## src/rtl/ipsl_pcie_dma_rx_mrd_rd_ctrl.sv

```systemverilog
// MRd read controller: fetches RAM words for a memory-read request and emits DW-masked completion beats.
// Optional BAR filter is compiled in with `define IPSL_PCIE_DMA_RD_BAR_FILTER_EN.
module ipsl_pcie_dma_rx_mrd_rd_ctrl #(
    parameter int         ADDR_WIDTH = 9,
    parameter logic [1:0] BAR_SEL    = 2'b01
) (
    input  logic                  clk,
    input  logic                  rst,
    input  logic                  i_mrd_rd_start,
    input  logic [9:0]            i_mrd_length,
    input  logic [63:0]           i_mrd_addr,
    input  logic [1:0]            i_bar_hit,
    output logic                  o_rd_en,
    output logic [ADDR_WIDTH-1:0] o_rd_addr,
    input  logic [127:0]          i_rd_data,
    output logic                  o_cpld_vld,
    input  logic                  i_cpld_rdy,
    output logic [127:0]          o_cpld_data,
    output logic [3:0]            o_cpld_dw_vld,
    output logic                  o_cpld_last,
    output logic                  o_busy,
    output logic                  o_drop
);

    typedef enum logic [1:0] {
        IDLE  = 2'd0,
        READ  = 2'd1,
        DRAIN = 2'd2
    } state_t;

    state_t state, state_nxt;

    logic                  start_ok;
    logic [10:0]           len_eff;
    logic [1:0]            req_off;
    logic [10:0]           beat_sum;
    logic [8:0]            req_beats;

    logic                  rd_en_q;
    logic                  rd_ret_q;
    logic [ADDR_WIDTH-1:0] rd_addr_q;
    logic [8:0]            reads_left;
    logic [8:0]            wr_left;
    logic                  wr_first;
    logic [1:0]            off_q;
    logic [1:0]            end_q;
    logic                  drop_q;

    logic [127:0]          fifo_data [4];
    logic [3:0]            fifo_mask [4];
    logic [3:0]            fifo_last;
    logic [1:0]            wr_ptr;
    logic [1:0]            rd_ptr;
    logic [2:0]            fifo_cnt;

    logic                  fifo_vld;
    logic                  pop;
    logic                  room;
    logic                  issue;
    logic [3:0]            first_mask;
    logic [3:0]            last_mask;
    logic [3:0]            wr_mask;

    assign len_eff   = (i_mrd_length == 10'd0) ? 11'd1024 : {1'b0, i_mrd_length};
    assign req_off   = i_mrd_addr[3:2];
    assign beat_sum  = len_eff + {9'd0, req_off} + 11'd3;
    assign req_beats = beat_sum[10:2];

`ifdef IPSL_PCIE_DMA_RD_BAR_FILTER_EN
    logic unused_ok;
    assign unused_ok = &{1'b0, i_mrd_addr[63:ADDR_WIDTH+4], i_mrd_addr[1:0]};
    assign start_ok  = i_mrd_rd_start && (state == IDLE) && (i_bar_hit == BAR_SEL);
`else
    logic unused_ok;
    assign unused_ok = &{1'b0, i_mrd_addr[63:ADDR_WIDTH+4], i_mrd_addr[1:0], i_bar_hit ^ BAR_SEL};
    assign start_ok  = i_mrd_rd_start && (state == IDLE);
`endif

    // Every issued read already owns a FIFO slot: buffered + returning + issuing must stay below 4.
    assign room     = ({1'b0, fifo_cnt} + {3'd0, rd_en_q} + {3'd0, rd_ret_q}) < 4'd4;
    assign issue    = (state == READ) && (reads_left != 9'd0) && room;
    assign fifo_vld = (fifo_cnt != 3'd0);
    assign pop      = fifo_vld && i_cpld_rdy;

    always_ff @(posedge clk or posedge rst) begin
        if (rst) state <= IDLE;
        else     state <= state_nxt;
    end

    always_comb begin
        state_nxt = state;
        unique case (state)
            IDLE:    if (start_ok) state_nxt = READ;
            READ:    if (reads_left == 9'd0) state_nxt = DRAIN;
            DRAIN:   if (pop && fifo_last[rd_ptr]) state_nxt = IDLE;
            default: state_nxt = IDLE;
        endcase
    end

    // The first read issues straight from the accept edge so the first beat is ready two edges later.
    always_ff @(posedge clk or posedge rst) begin
        if (rst) begin
            rd_en_q    <= 1'b0;
            rd_ret_q   <= 1'b0;
            rd_addr_q  <= '0;
            reads_left <= 9'd0;
            wr_left    <= 9'd0;
            wr_first   <= 1'b0;
            off_q      <= 2'd0;
            end_q      <= 2'd0;
            drop_q     <= 1'b0;
        end else begin
            drop_q   <= i_mrd_rd_start && !start_ok;
            rd_ret_q <= rd_en_q;
            if (start_ok) begin
                rd_en_q    <= 1'b1;
                rd_addr_q  <= i_mrd_addr[ADDR_WIDTH+3:4];
                reads_left <= req_beats - 9'd1;
                off_q      <= req_off;
                end_q      <= req_off + i_mrd_length[1:0];
            end else if (issue) begin
                rd_en_q    <= 1'b1;
                rd_addr_q  <= rd_addr_q + ADDR_WIDTH'(1);
                reads_left <= reads_left - 9'd1;
            end else begin
                rd_en_q    <= 1'b0;
            end
            if (start_ok) begin
                wr_left  <= req_beats;
                wr_first <= 1'b1;
            end else if (rd_ret_q) begin
                wr_left  <= wr_left - 9'd1;
                wr_first <= 1'b0;
            end
        end
    end

    // Masks are attached as each word enters the FIFO, so the output side only replays them.
    assign first_mask = 4'hF << off_q;

    always_comb begin
        last_mask = 4'hF;
        unique case (end_q)
            2'd1:    last_mask = 4'b0001;
            2'd2:    last_mask = 4'b0011;
            2'd3:    last_mask = 4'b0111;
            default: last_mask = 4'hF;
        endcase
    end

    assign wr_mask = (wr_first ? first_mask : 4'hF) & ((wr_left == 9'd1) ? last_mask : 4'hF);

    always_ff @(posedge clk or posedge rst) begin
        if (rst) begin
            wr_ptr    <= 2'd0;
            rd_ptr    <= 2'd0;
            fifo_cnt  <= 3'd0;
            fifo_last <= 4'd0;
        end else begin
            if (rd_ret_q) begin
                wr_ptr            <= wr_ptr + 2'd1;
                fifo_last[wr_ptr] <= (wr_left == 9'd1);
            end
            if (pop) rd_ptr <= rd_ptr + 2'd1;
            fifo_cnt <= fifo_cnt + {2'd0, rd_ret_q} - {2'd0, pop};
        end
    end

    always_ff @(posedge clk) begin
        if (rd_ret_q) begin
            fifo_data[wr_ptr] <= i_rd_data;
            fifo_mask[wr_ptr] <= wr_mask;
        end
    end

    assign o_rd_en       = rd_en_q;
    assign o_rd_addr     = rd_addr_q;
    assign o_cpld_vld    = fifo_vld;
    assign o_cpld_data   = fifo_vld ? fifo_data[rd_ptr] : 128'd0;
    assign o_cpld_dw_vld = fifo_vld ? fifo_mask[rd_ptr] : 4'd0;
    assign o_cpld_last   = fifo_vld && fifo_last[rd_ptr];
    assign o_busy        = (state != IDLE);
    assign o_drop        = drop_q;

endmodule

```

## config.mk

```make
export PLATFORM = sky130hd
export DESIGN_NAME = ipsl_pcie_dma_rx_mrd_rd_ctrl
export DESIGN_NICKNAME = d
export VERILOG_FILES = /design/src/rtl/ipsl_pcie_dma_rx_mrd_rd_ctrl.sv
export SDC_FILE = /design/constraint.sdc
export NUM_CORES = 1
export LEC_CHECK = 0
export ABC_AREA = 1
export BUFFER_PORTS_ARGS = -buffer_cell sky130_fd_sc_hd__buf_2
export CORE_ASPECT_RATIO = 1.1
export CORE_MARGIN = 2
export CORE_UTILIZATION = 55
export CTS_CLUSTER_DIAMETER = 80
export DETAILED_ROUTE_END_ITERATION = 8
export GPL_TIMING_DRIVEN = 0
export PLACE_DENSITY = 0.77
export SETUP_SLACK_MARGIN = 0.1
export SLEW_MARGIN = 5
export SYNTH_ARGS = -nofsm -noshare
export SYNTH_HDL_FRONTEND = slang
export SYNTH_SLANG_ARGS = --single-unit
```

## constraint.sdc

```tcl
create_clock -name clk -period 5.4 [get_ports clk]
set_input_delay 0.27 -clock clk [delete_from_list [all_inputs] [get_ports clk]]
set_output_delay 0.27 -clock clk [all_outputs]
set_load 0.01 [all_outputs]
```

# Yosys cells after proc, flatten, opt, wreduce, memory -nomap -nowiden
# Memories as Yosys holds them, arrays and structs flattened.
# Index checks and enable logic that the tools add are counted.
totals:
  reg_bits: 48
  ramBits: 528
  inputBits: 208
  out_inout_bits: 146
  elab_cells: 89
  mem_count: 2
memory_table:
  columns: ["memory", "depth", "word_bits", "read_ports", "rd_ports_with_merged_regs", "wr", "line_no", "source"]
  rows:
  - ["fifo_data", 4, 128, 1, 0, 1, "49", "logic [127:0] fifo_data [4];"]
  - ["fifo_mask", 4, 4, 1, 0, 1, "50", "logic [3:0] fifo_mask [4];"]
classes:
  n_addsub: 13
  n_lt_le_gt_ge: 4
  eq_ne: 9
  shift: 1
  muxes: 27
  bitwise: 1
  n_reduce_logical: 18
op_table:
  columns: ["op", "count"]
  rows:
  - ["$mux W128", 1]
  - ["$mux W9", 6]
  - ["$sub A9 B1 Y9 const B", 3]
  - ["$mux W4", 3]
  - ["$pmux W4 S3", 1]
  - ["$add A11 B2 Y11", 1]
  - ["$add A11 B2 Y11 const B", 1]
  - ["$mux W11", 1]
  - ["$logic_not A10 Y1", 1]
  - ["$add A9 B1 Y9 const B", 1]
  - ["$eq A9 B1 Y1 const B", 1]
  - ["$logic_not A9 Y1", 1]
  - ["$reduce_bool A9 Y1", 1]
  - ["$logic_and A1 B1 Y1", 8]
  - ["$mux W1", 8]
  - ["$eq A2 B2 Y1 const B", 3]
  - ["$lt A2 B3 Y1 const B", 2]
  - ["$mux W2", 3]
  - ["$pmux W2 S3", 1]
  - ["$reduce_bool A2 Y1", 3]
  - ["$add A2 B1 Y2 const B", 2]
  - ["$add A3 B1 Y4", 1]
  - ["$add A4 B1 Y4", 1]
  - ["$and A4 B4 Y4", 1]
  - ["other kinds (16)", 18]

# Logic depth before layout (Yosys ltp)
# Gate-level depths: netlist (run 1).
logic_depth:
  depth_word: 6
  ltp_mapped: 18
  ltp_nobuf: 18

# Worst setup path after synthesis (run 1)
# OpenSTA, ideal clock, no wires.
synth_path:
  kind: "register -> register"
  start: "register rd_ret_q"
  end: "memory fifo_data[1][0] (enable)"
  setup_ps: 485
  t_arrival_ps: 3341
  t_required_ps: 4915
  path_slack_ps: 1574
  stages_incl_launch_ff: 4
  n_path_buf: 1
  period_less_slack_ps: 3826
  path_cell_list: "dfrtp_1 > clkbuf_1 > nand2_1 > inv_1"
synth_between:
  elab_chain_len: 2
synth_lines:
  columns: ["element", "line_no", "source"]
  rows:
  - ["start: declaration", "40", "logic rd_ret_q;"]
  - ["start signal: assignment", "114", "rd_ret_q <= rd_en_q;"]
  - ["$mux W1", "170", "if (rd_ret_q) begin"]
  - ["$mux W1 (implied by the code)", "171", "fifo_data[wr_ptr] <= i_rd_data;"]
  - ["end: declaration", "49", null]
# Every way passes these cells.

# Final worst setup path (run 1)
layout_path:
  start: "register fifo_cnt[1]"
  end: "output port o_cpld_data[103]"
layout_between:
  elab_chain_len: 2
layout_lines:
  columns: ["element", "line_no", "source"]
  rows:
  - ["start: declaration", "54", "logic [2:0] fifo_cnt;"]
  - ["start signal: assignment", "165", "fifo_cnt <= fifo_cnt + {2'd0, rd_ret_q} - {2'd0, pop};"]
  - ["$reduce_bool A3 Y1", "82", "assign fifo_vld = (fifo_cnt != 3'd0);"]
  - ["$mux W128", "179", "assign o_cpld_data = fifo_vld ? fifo_data[rd_ptr] : 128'd0;"]
  - ["end: declaration", "18", "output logic [127:0] o_cpld_data,"]
# Every way passes these cells.

==> impl_metrics.toml, run 1 <==
[timing]
fin_crit_ns = 3.721
max_freq_ghz = 0.2687
fin_skew_ns = 0.02263
slew_headroom_pct = 27.32
fin_crit_sh_pct = 68.91
hold_viol = 0
maxSlewViolCount = 0
rsz0062_at_grt = "false"
finalSetupViolations = 0
holdWs_ns = 0.03180
tightest_slew_ns = 1.084

[floorplan]
fp.dieH_um = 220.8
dieWidth_um = 201.1
placementRows = 79
dieArea_um2 = 44390
io_pins = 354
fp.coreArea_um2 = 42210
initial_core_util_pct = 55.66

[placed_design]
io_buffers = 298
dpl.hpwl_um = 36580
place_area_um2 = 25850
gp_congestion = 0.8726

[clocking]
cts_buffers = 54
insertion_delay_ns = 0.61
htree_num_levels = 2
cts.reportedPaths.clkPinSlew_ns = 0.06
cts_resized = 0
clockRootBuffer = "clkbuf_16"
clk_path_buf_depth = 3
cts_tree = "built"
clock-sinks = 576

[cells_and_area]
fillerInstances = 2909
fin_area_um2 = 29110
areaGrowthSynthToFinish_pct = 23.89
nNetsFinal = 2718
layout-drive-gt1-share_pct = 18.33

[grt]
antenna_found_initial = 4
met2_usage_pct = 47.68
grt_usage_pct = 27.20
busiest_layer = "met2"
grt_pass1_wl_um = 92670
grt_pass1_vias = 16887
grt_overflow = 0
use_met1_pct = 34.05
grtUsageMet3_pct = 5.803
grt_max_degree = 99

[power]
p_per_area_nw_per_um2 = 580.5
leakage_nw = 10.90
irDropWorstVdd_mv = 0.3508
p_total_w = 0.01689

[synth]
synth_top_area_cell = "edfxtp_1"
synth_enable_flop_cells = 528
syn_nets = 2221
async_reset_ff_share_pct = 8.333
synth_flop_cell = "edfxtp_1"
seq_area_frac_synth_pct = 72.60
syn_inst = 1994
synth.area.top_cells = "edfxtp_1, nor2_1, o21ai_0"
synth_area_per_cell_um2 = 11.78
synth.distinct_cells = 42
yosysWarnings = 0
synth_top_area_share_pct = 67.49
synth_common_cells = "nor2_1, edfxtp_1, o21ai_0"
ys_ff_latch = 576
yosysMostFrequentCell = "nor2_1"
synth_area_um2 = 23490

[worst_setup_path]
path_max_fanout = 10
worstSetupEndpointType = "output port"
criticalPathCategory = "flop to output port"
startpoint_type = "flop"
arrival_ns = 3.45
required_ns = 5.13

[flow_run]
maxCapViolations = 0

[outcome]
outcome = "finished clean"

[drt]
firstDrtPassIters = 5
drc = 0
avgViaCountPerCell = 5.560
wire_per_inst_um = 19.80
wl_um = 61550
vias = 17281
final_antenna_net_count = 0
drt-initial-drc-count = 1570

[hold_path]
hold_path.class = "primary input to flop"
==> final timing paths <==
kind,start,end,slack (ns),depth (start not counted)
max reg2reg,fifo_cnt[1],fifo_cnt[2],2.34,10
min reg2reg,reads_left[8],reads_left[8],0.49,2
min,i_mrd_addr[2],off_q[0],0.03,3
max in group asynchronous,rst,wr_ptr[1],4.70,4
min in group asynchronous,rst,reads_left[5],0.18,3
max,fifo_cnt[1],o_cpld_data[103],1.68,5
==> cell families (layout without fill, tap and decap cells) <==
group	Yosys count	after routing	share of synthesized area [%]
simple gates	747	747	12.76
flops	576	576	72.60
compound gates	456	456	9.895
xor+xnor	11	11	0.4101
other cells	0	4	0
buf+inv	185	728	3.259
fa+ha+maj	19	19	1.076
==> repair_timing <==
action,in CTS,in global routing
setup buffers,0,0
hold endpoints to repair,569,0
hold buffers,138,0
==> per-layer routing <==
metal,share of wire (%),wire length (um)
met1,38,23320
met3,9.3,5719
met4,2.6,1611
met2,50,30890
met5,0.023,14
==> power by group <==
group / internal (W) / switching (W) / total [W]
Sequential: 0.00587 / 0.000281 / 0.00615
Combinational: 0.00215 / 0.00465 / 0.00680
Clock: 0.00230 / 0.00164 / 0.00394
==> sequential cells by signal (all words and copies together) (netlist names), 3 cells and up <==
| signal | flops |
|---|---|
| fifo_cnt | 3 |
| fifo_data | 512 |
| wr_left | 9 |
| reads_left | 9 |
| fifo_last | 4 |
| o_rd_addr | 9 |
| fifo_mask | 16 |
==> layout by cell type (no fill, tap or decap), types with 8 or more instances in the layout <==
cell type | synthesis | final
clkbuf_1 | 64 | 71
clkinv_1 | 0 | 8
buf_2 | 32 | 330
clkinv_2 | 0 | 14
o21ai_1 | 9 | 9
dlygate4sd3_1 | 0 | 138
clkbuf_16 | 0 | 55
o21ai_0 | 290 | 290
a21oi_1 | 143 | 143
nor2_1 | 559 | 559
edfxtp_1 | 528 | 528
nor2_2 | 10 | 10
bufinv_16 | 0 | 9
nand2_1 | 124 | 124
xor2_1 | 8 | 8
dfrtp_1 | 48 | 48
nand3_1 | 19 | 19
ha_1 | 17 | 17
buf_1 | 14 | 14
inv_1 | 65 | 60
==> per-stage QoR <==
stage	utilization, %	TNS (ns)	std cells	setup WS (ns)
floorplan	-	0	1994	1.574
global placement	60.88	-347.76	2859	-0.7203
detailed placement	61.26	0	2864	2.330
CTS	68.94	0	3104	1.664
global route	68.95	0	3107	1.585
finish	68.96	0	3108	1.679
==> final cells by class <==
cell class / count / area [um2] / share of cell area [%]
sequential: 576 / 17060 / 58.60
multi-input combinational: 1233 / 5672 / 19.49
timing repair buffer: 441 / 3003 / 10.32
clock buffer: 62 / 1403 / 4.819
tap: 567 / 709.4 / 2.437
buffer: 114 / 494.2 / 1.698
clock inverter: 40 / 456.7 / 1.569
inverter: 71 / 301.5 / 1.036
antenna: 4 / 10.01 / 0.03439
==> critical path, stage by stage, from the launching register on <==
cell and delay, ns:
dfrtp_1 0.44, nor3_2 0.88, clkbuf_1 0.67, clkbuf_1 0.53
a21oi_1 0.14, buf_2 0.19
No activity file was read; power rests on OpenSTA's default activity.
==> inputs of run 2 (changes only) <==
==> constraint.sdc (replaced) <==
create_clock -name clk -period 3.9 [get_ports clk]
set_input_delay 0.195 -clock clk [delete_from_list [all_inputs] [get_ports clk]]
set_output_delay 0.195 -clock clk [all_outputs]
set_load 0.01 [all_outputs]
==> run 2 against run 1 <==
Effect of this change: non-clock buffer count is 15 higher; sequential cell count unchanged; clock power up 26%; die area unchanged; hold slack improved by 0.0034 ns; global-route usage is 0.72 points higher; critical endpoint is now o_cpld_data[83]; critical path depth did not move; sequential share of layout area fell by 0.055 points; setup slack got worse by 1.2 ns; clock skew is 0.012 ns lower.
==> impl_metrics.toml, run 2 (same netlist as run 1, synthesis figures left out) <==
[outcome]
outcome = "finished clean"

[power]
p_comb_share_pct = 41.5
clockPowerShare_pct = 21.6
pwr-share-seq_pct = 36.9
leakage_nw = 10.89
p_sw_share_pct = 39.38
p_total_w = 0.02310
p_int_w = 0.01400
p_switching_w = 0.009094
irDropWorstVdd_mv = 0.4647
p_per_area_nw_per_um2 = 792.7

[worst_setup_path]
rrSetupSlack_ns = 1.18
worstSetupEndpointType = "output port"
worst_r2r_endpoint = "fifo_data[1][54]"
crit_top_cell = "clkbuf_1"
cpPeakStageDelay_ns = 0.76
crit_start = "fifo_cnt[1]"
criticalPathCategory = "flop to output port"
crit_path_end = "o_cpld_data[83]"
path_cells = "nor3_4 > clkbuf_1 > clkbuf_1 > a21oi_1 > buf_2"
path_max_fanout = 10
arrival_ns = 3.23
crit_path_top_delay_cell = "clkbuf_1"
rr_startpoint = "rd_ret_q"
required_ns = 3.70
startpoint_type = "flop"
reg2reg_depth = 6

[timing]
hold_viol = 0
holdWs_ns = 0.03520
max_freq_ghz = 0.2923
slew_headroom_pct = 32.81
maxSlewViolCount = 0
fin_ws_ns = 0.4792
fin_crit_sh_pct = 87.71
finalSetupViolations = 0
rsz0062_at_grt = "false"
tightest_slew_ns = 1.008
finalSetupTns_ns = 0
fin_skew_ns = 0.01022
fin_crit_ns = 3.421

[drt]
avgViaCountPerCell = 5.557
top_layer = "met4"
wl_met1_um = 24210
vias = 17320
drc = 0
firstDrtPassIters = 5
final_antenna_net_count = 0
met2WireLength_um = 31550
wire_per_inst_um = 20.27
drt-initial-drc-count = 1719
dr_wl_met3_um = 5522
wl_um = 63190

[grt]
grt_pass1_wl_um = 95460
grt_overflow = 0
grt_usage_pct = 27.92
antenna_found_initial = 1
grt_max_degree = 36
grt_pass1_vias = 17214

[placed_design]
io_buffers = 298
dpl.hpwl_um = 38690
gp_congestion = 0.8915
place_ws_ns = 0.8425

[cells_and_area]
top_regs = "fifo_data x512, fifo_mask x16"
regMostFlops = "fifo_data"
largest_register_ffs = 512
layout_common_cells = "nor2_1, edfxtp_1, buf_2"
areaGrowthSynthToFinish_pct = 24.00
final_common_cell = "nor2_1"
layout-drive-gt1-share_pct = 18.09
nNetsFinal = 2733
fin_util_pct = 69.02

[floorplan]
fp.coreArea_um2 = 42210
placementRows = 79
io_pins = 354
initial_core_util_pct = 55.66
dieWidth_um = 201.1
dieArea_um2 = 44390
fp.dieH_um = 220.8

[clocking]
clk_path_buf_depth = 3
cts_tree = "built"
cts.reportedPaths.clkPinSlew_ns = 0.06
insertion_delay_ns = 0.58
htree_num_levels = 2
clock-sinks = 576
cts_buffers = 54
cts_setup_buffers = 0
clockRootBuffer = "clkbuf_16"

[flow_run]
maxCapViolations = 0

[hold_path]
whs_path_depth = 4
hold_path.class = "primary input to flop"
## run 2: changes by cell type in the layout (fill, tap and decap cells not counted), sizes merged
cell and delta:
inv -4, buf +12, clkinvlp -2, dlygate4sd3 +3
clkbuf +7, bufinv -7, diode -3, clkinv +3
## run 2: worst min-delay path by stage
| stage | to | from | slack (ns) |
|---|---|---|---|
| final | wr_left[4] | i_mrd_length[6] | 0.04 |
| after global routing | wr_left[4] | i_mrd_length[6] | 0.04 |
| after CTS | wr_left[4] | i_mrd_length[6] | 0.008 |
| after detailed placement | o_rd_addr[3] | rst | 0.17 |
| after global placement | fifo_data[0][83] | i_rd_data[83] | 0.40 |
| after floorplan | fifo_data[0][0] | i_rd_data[0] | 0.29 |
## run 2: final cells by class
type | count | area (um2)
diodes | 1 | 2.502
plain buffers | 114 | 494.2
clock buffers | 69 | 1471
clock inverters | 30 | 191.4
fillers | 2930 | 13070
inverters | 71 | 286.5
multi-input cells | 1233 | 5678
flip-flops and latches | 576 | 17060
well taps | 567 | 709.4
repair buffers | 456 | 3243
## run 2: layer usage
layer  track usage [%]  vias up
met2             48.14      839
met5                 0        -
li1                  -     7989
met3             5.110      127
met1             35.99     8365
met4             9.605        0
## run 2: power by group through the flow
stage / clock network (W) / logic (W) / registers, W
final: 0.00498 / 0.00959 / 0.00852
after global routing: 0.00530 / 0.0105 / 0.00862
after CTS: 0.00503 / 0.00946 / 0.00850
after detailed placement: 0 / 0.00928 / 0.00862
after global placement: 0 / 0.00885 / 0.00876
after floorplan: 0 / 0.00544 / 0.00863
## run 2: worst max-delay path: cells and delay by family, from the launching register on
family / cells / cell delay, ns
AOI/OAI and AO/OA: 1 / 0.15
buffers and inverters: 3 / 1.47
DFF: 1 / 0.46
and+or+nand+nor: 1 / 0.58
## run 2: through the flow
step | cells | area (um2)
2_1_floorplan | 1994 | 23510
3_3_place_gp | 2859 | 25710
3_5_place_dp | 2876 | 26050
4_1_cts | 3116 | 29120
5_1_grt | 3117 | 29130
6_report | 3117 | 29130
## run 2: repair_timing
| action | in CTS | in global routing |
|---|---|---|
| setup endpoints to repair | 0 | 3 |
| gates resized for setup | 0 | 1 |
| hold buffers | 141 | 0 |
| endpoints found under the hold margin | 572 | 0 |
==> inputs of run 3 (changes only) <==
--- a/config.mk
+++ b/config.mk
@@ -14,6 +14,7 @@
 export DETAILED_ROUTE_END_ITERATION = 8
 export GPL_TIMING_DRIVEN = 0
 export PLACE_DENSITY = 0.77
+export RECOVER_POWER = 25
 export SETUP_SLACK_MARGIN = 0.1
 export SLEW_MARGIN = 5
 export SYNTH_ARGS = -nofsm -noshare
==> run 3 against run 2 <==
Effect of this change: setup slack better by 0.013 ns; combinational power barely moved; via count grew 0.20%; hold slack lost 0.0023 ns; die area did not move; non-clock buffer count did not move; register-to-register slack barely moved; sequential power barely moved; sequential cell count is the same; critical endpoint unchanged.
==> impl_metrics.toml, run 3 (same netlist as run 1, synthesis figures left out) <==
[outcome]
outcome = "finished clean"

[cells_and_area]
largest_register_ffs = 512
areaGrowthSynthToFinish_pct = 23.58
fin_util_pct = 68.79
final_common_cell = "nor2_1"
layout_common_cells = "nor2_1, edfxtp_1, o21ai_0"
top_regs = "fifo_data x512, fifo_mask x16"
layout-drive-gt1-share_pct = 14.91
regMostFlops = "fifo_data"
nNetsFinal = 2733

[grt]
grt_max_degree = 36
grt_overflow = 0
grt_pass1_wl_um = 95460
grt_pass1_vias = 17214
antenna_found_initial = 1
grt_usage_pct = 27.92

[clocking]
cts.reportedPaths.clkPinSlew_ns = 0.06
clockRootBuffer = "clkbuf_16"
cts_tree = "built"
clk_path_buf_depth = 3
cts_buffers = 54
cts_setup_buffers = 0
insertion_delay_ns = 0.58
clock-sinks = 576
htree_num_levels = 2

[worst_setup_path]
cpPeakStageDelay_ns = 0.75
crit_path_top_delay_cell = "clkbuf_1"
worstSetupEndpointType = "output port"
crit_top_cell = "clkbuf_1"
required_ns = 3.70
arrival_ns = 3.21
path_max_fanout = 10
startpoint_type = "flop"
criticalPathCategory = "flop to output port"
path_cells = "nor3_4 > clkbuf_1 > clkbuf_1 > a21oi_1 > buf_2"

[drt]
firstDrtPassIters = 7
wl_um = 63290
vias = 17355
final_antenna_net_count = 0
wire_per_inst_um = 20.31
avgViaCountPerCell = 5.568
drc = 0
drt-initial-drc-count = 1706

[power]
leakage_nw = 10.67
p_total_w = 0.02310
p_per_area_nw_per_um2 = 795.6
irDropWorstVdd_mv = 0.4663

[floorplan]
dieArea_um2 = 44390
dieWidth_um = 201.1
io_pins = 354
fp.dieH_um = 220.8
fp.coreArea_um2 = 42210
placementRows = 79
initial_core_util_pct = 55.66

[placed_design]
gp_congestion = 0.8915
dpl.hpwl_um = 38690
io_buffers = 298

[timing]
maxSlewViolCount = 0
max_freq_ghz = 0.2935
fin_crit_sh_pct = 87.37
finalSetupViolations = 0
rsz0062_at_grt = "false"
fin_skew_ns = 0.01401
tightest_slew_ns = 1.014
hold_viol = 0
slew_headroom_pct = 32.38
fin_crit_ns = 3.407

[hold_path]
hold_path.class = "primary input to flop"

[flow_run]
maxCapViolations = 0
## run 3: changes by cell type in the layout (fill, tap and decap cells not counted), sizes merged
cell and delta:
buf -80, clkbuf +80
## run 3: final cells by class
type	count	area, um2
fill	2979	13170
multi-input combinational	1233	5678
timing repair buffer	456	3143
buffer	114	494.2
antenna	1	2.502
sequential	576	17060
tap	567	709.4
clock inverter	30	191.4
inverter	71	286.5
clock buffer	69	1471
## run 3: repair_timing
item | CTS | global route
endpoints found under the setup margin | 0 | 3
endpoints found under the hold margin | 572 | 0
gates resized for setup | 0 | 1
hold buffers | 141 | 0
## run 3: through the flow
step	instance area (um2)	instances	setup WS [ns]	setup TNS, ns	hold slack (ns)
final	29030	3117	0.4927	0	0.03293
after global routing	29030	3117	0.3404	0	0.03728
after CTS	29120	3116	0.1937	0	0.008384
after detailed placement	26050	2876	0.8425	0	0.1698
after global placement	25710	2859	-1.037	-531.58	0.4040
after floorplan	23510	1994	0.7958	0	0.2939
## run 3: report_power, final
group          switching, W  internal [W]  leakage (nW)
sequential         0.000398       0.00813          5.39
combinational       0.00651       0.00308          4.46
clock               0.00220       0.00278         0.817
total               0.00911        0.0140          10.7
## run 3: worst max-delay path, delay by kind of cell, from the launching register on
kind	cells	cell delay (ns)
AOI/OAI and AO/OA	1	0.15
buffers and inverters	3	1.47
DFF	1	0.46
and+or+nand+nor	1	0.56
## run 3: worst paths after layout
| path | startpoint | end | slack (ns) | cells after the start |
|---|---|---|---|---|
| worst max register to register | rd_ret_q | fifo_data[1][54] | 1.18 | 6 |
| worst min-delay path | i_mrd_length[6] | wr_left[4] | 0.03 | 4 |
| min in group asynchronous | rst | o_rd_addr[3] | 0.23 | 3 |
| worst max-delay path | fifo_cnt[1] | o_cpld_data[83] | 0.49 | 5 |
| worst min register to register | o_rd_en | rd_ret_q | 0.48 | 0 |
| max in group asynchronous | rst | wr_left[7] | 3.06 | 4 |
## run 3: per-layer routing
metal  vias to the layer above  track usage, %  part of all wire [%]
met5                         -               0                     0
met4                         0           9.605                   3.1
met3                       132           5.110                   8.8
met2                       864           48.14                    50
met1                      8371           35.99                    38
li1                       7988               -                     -
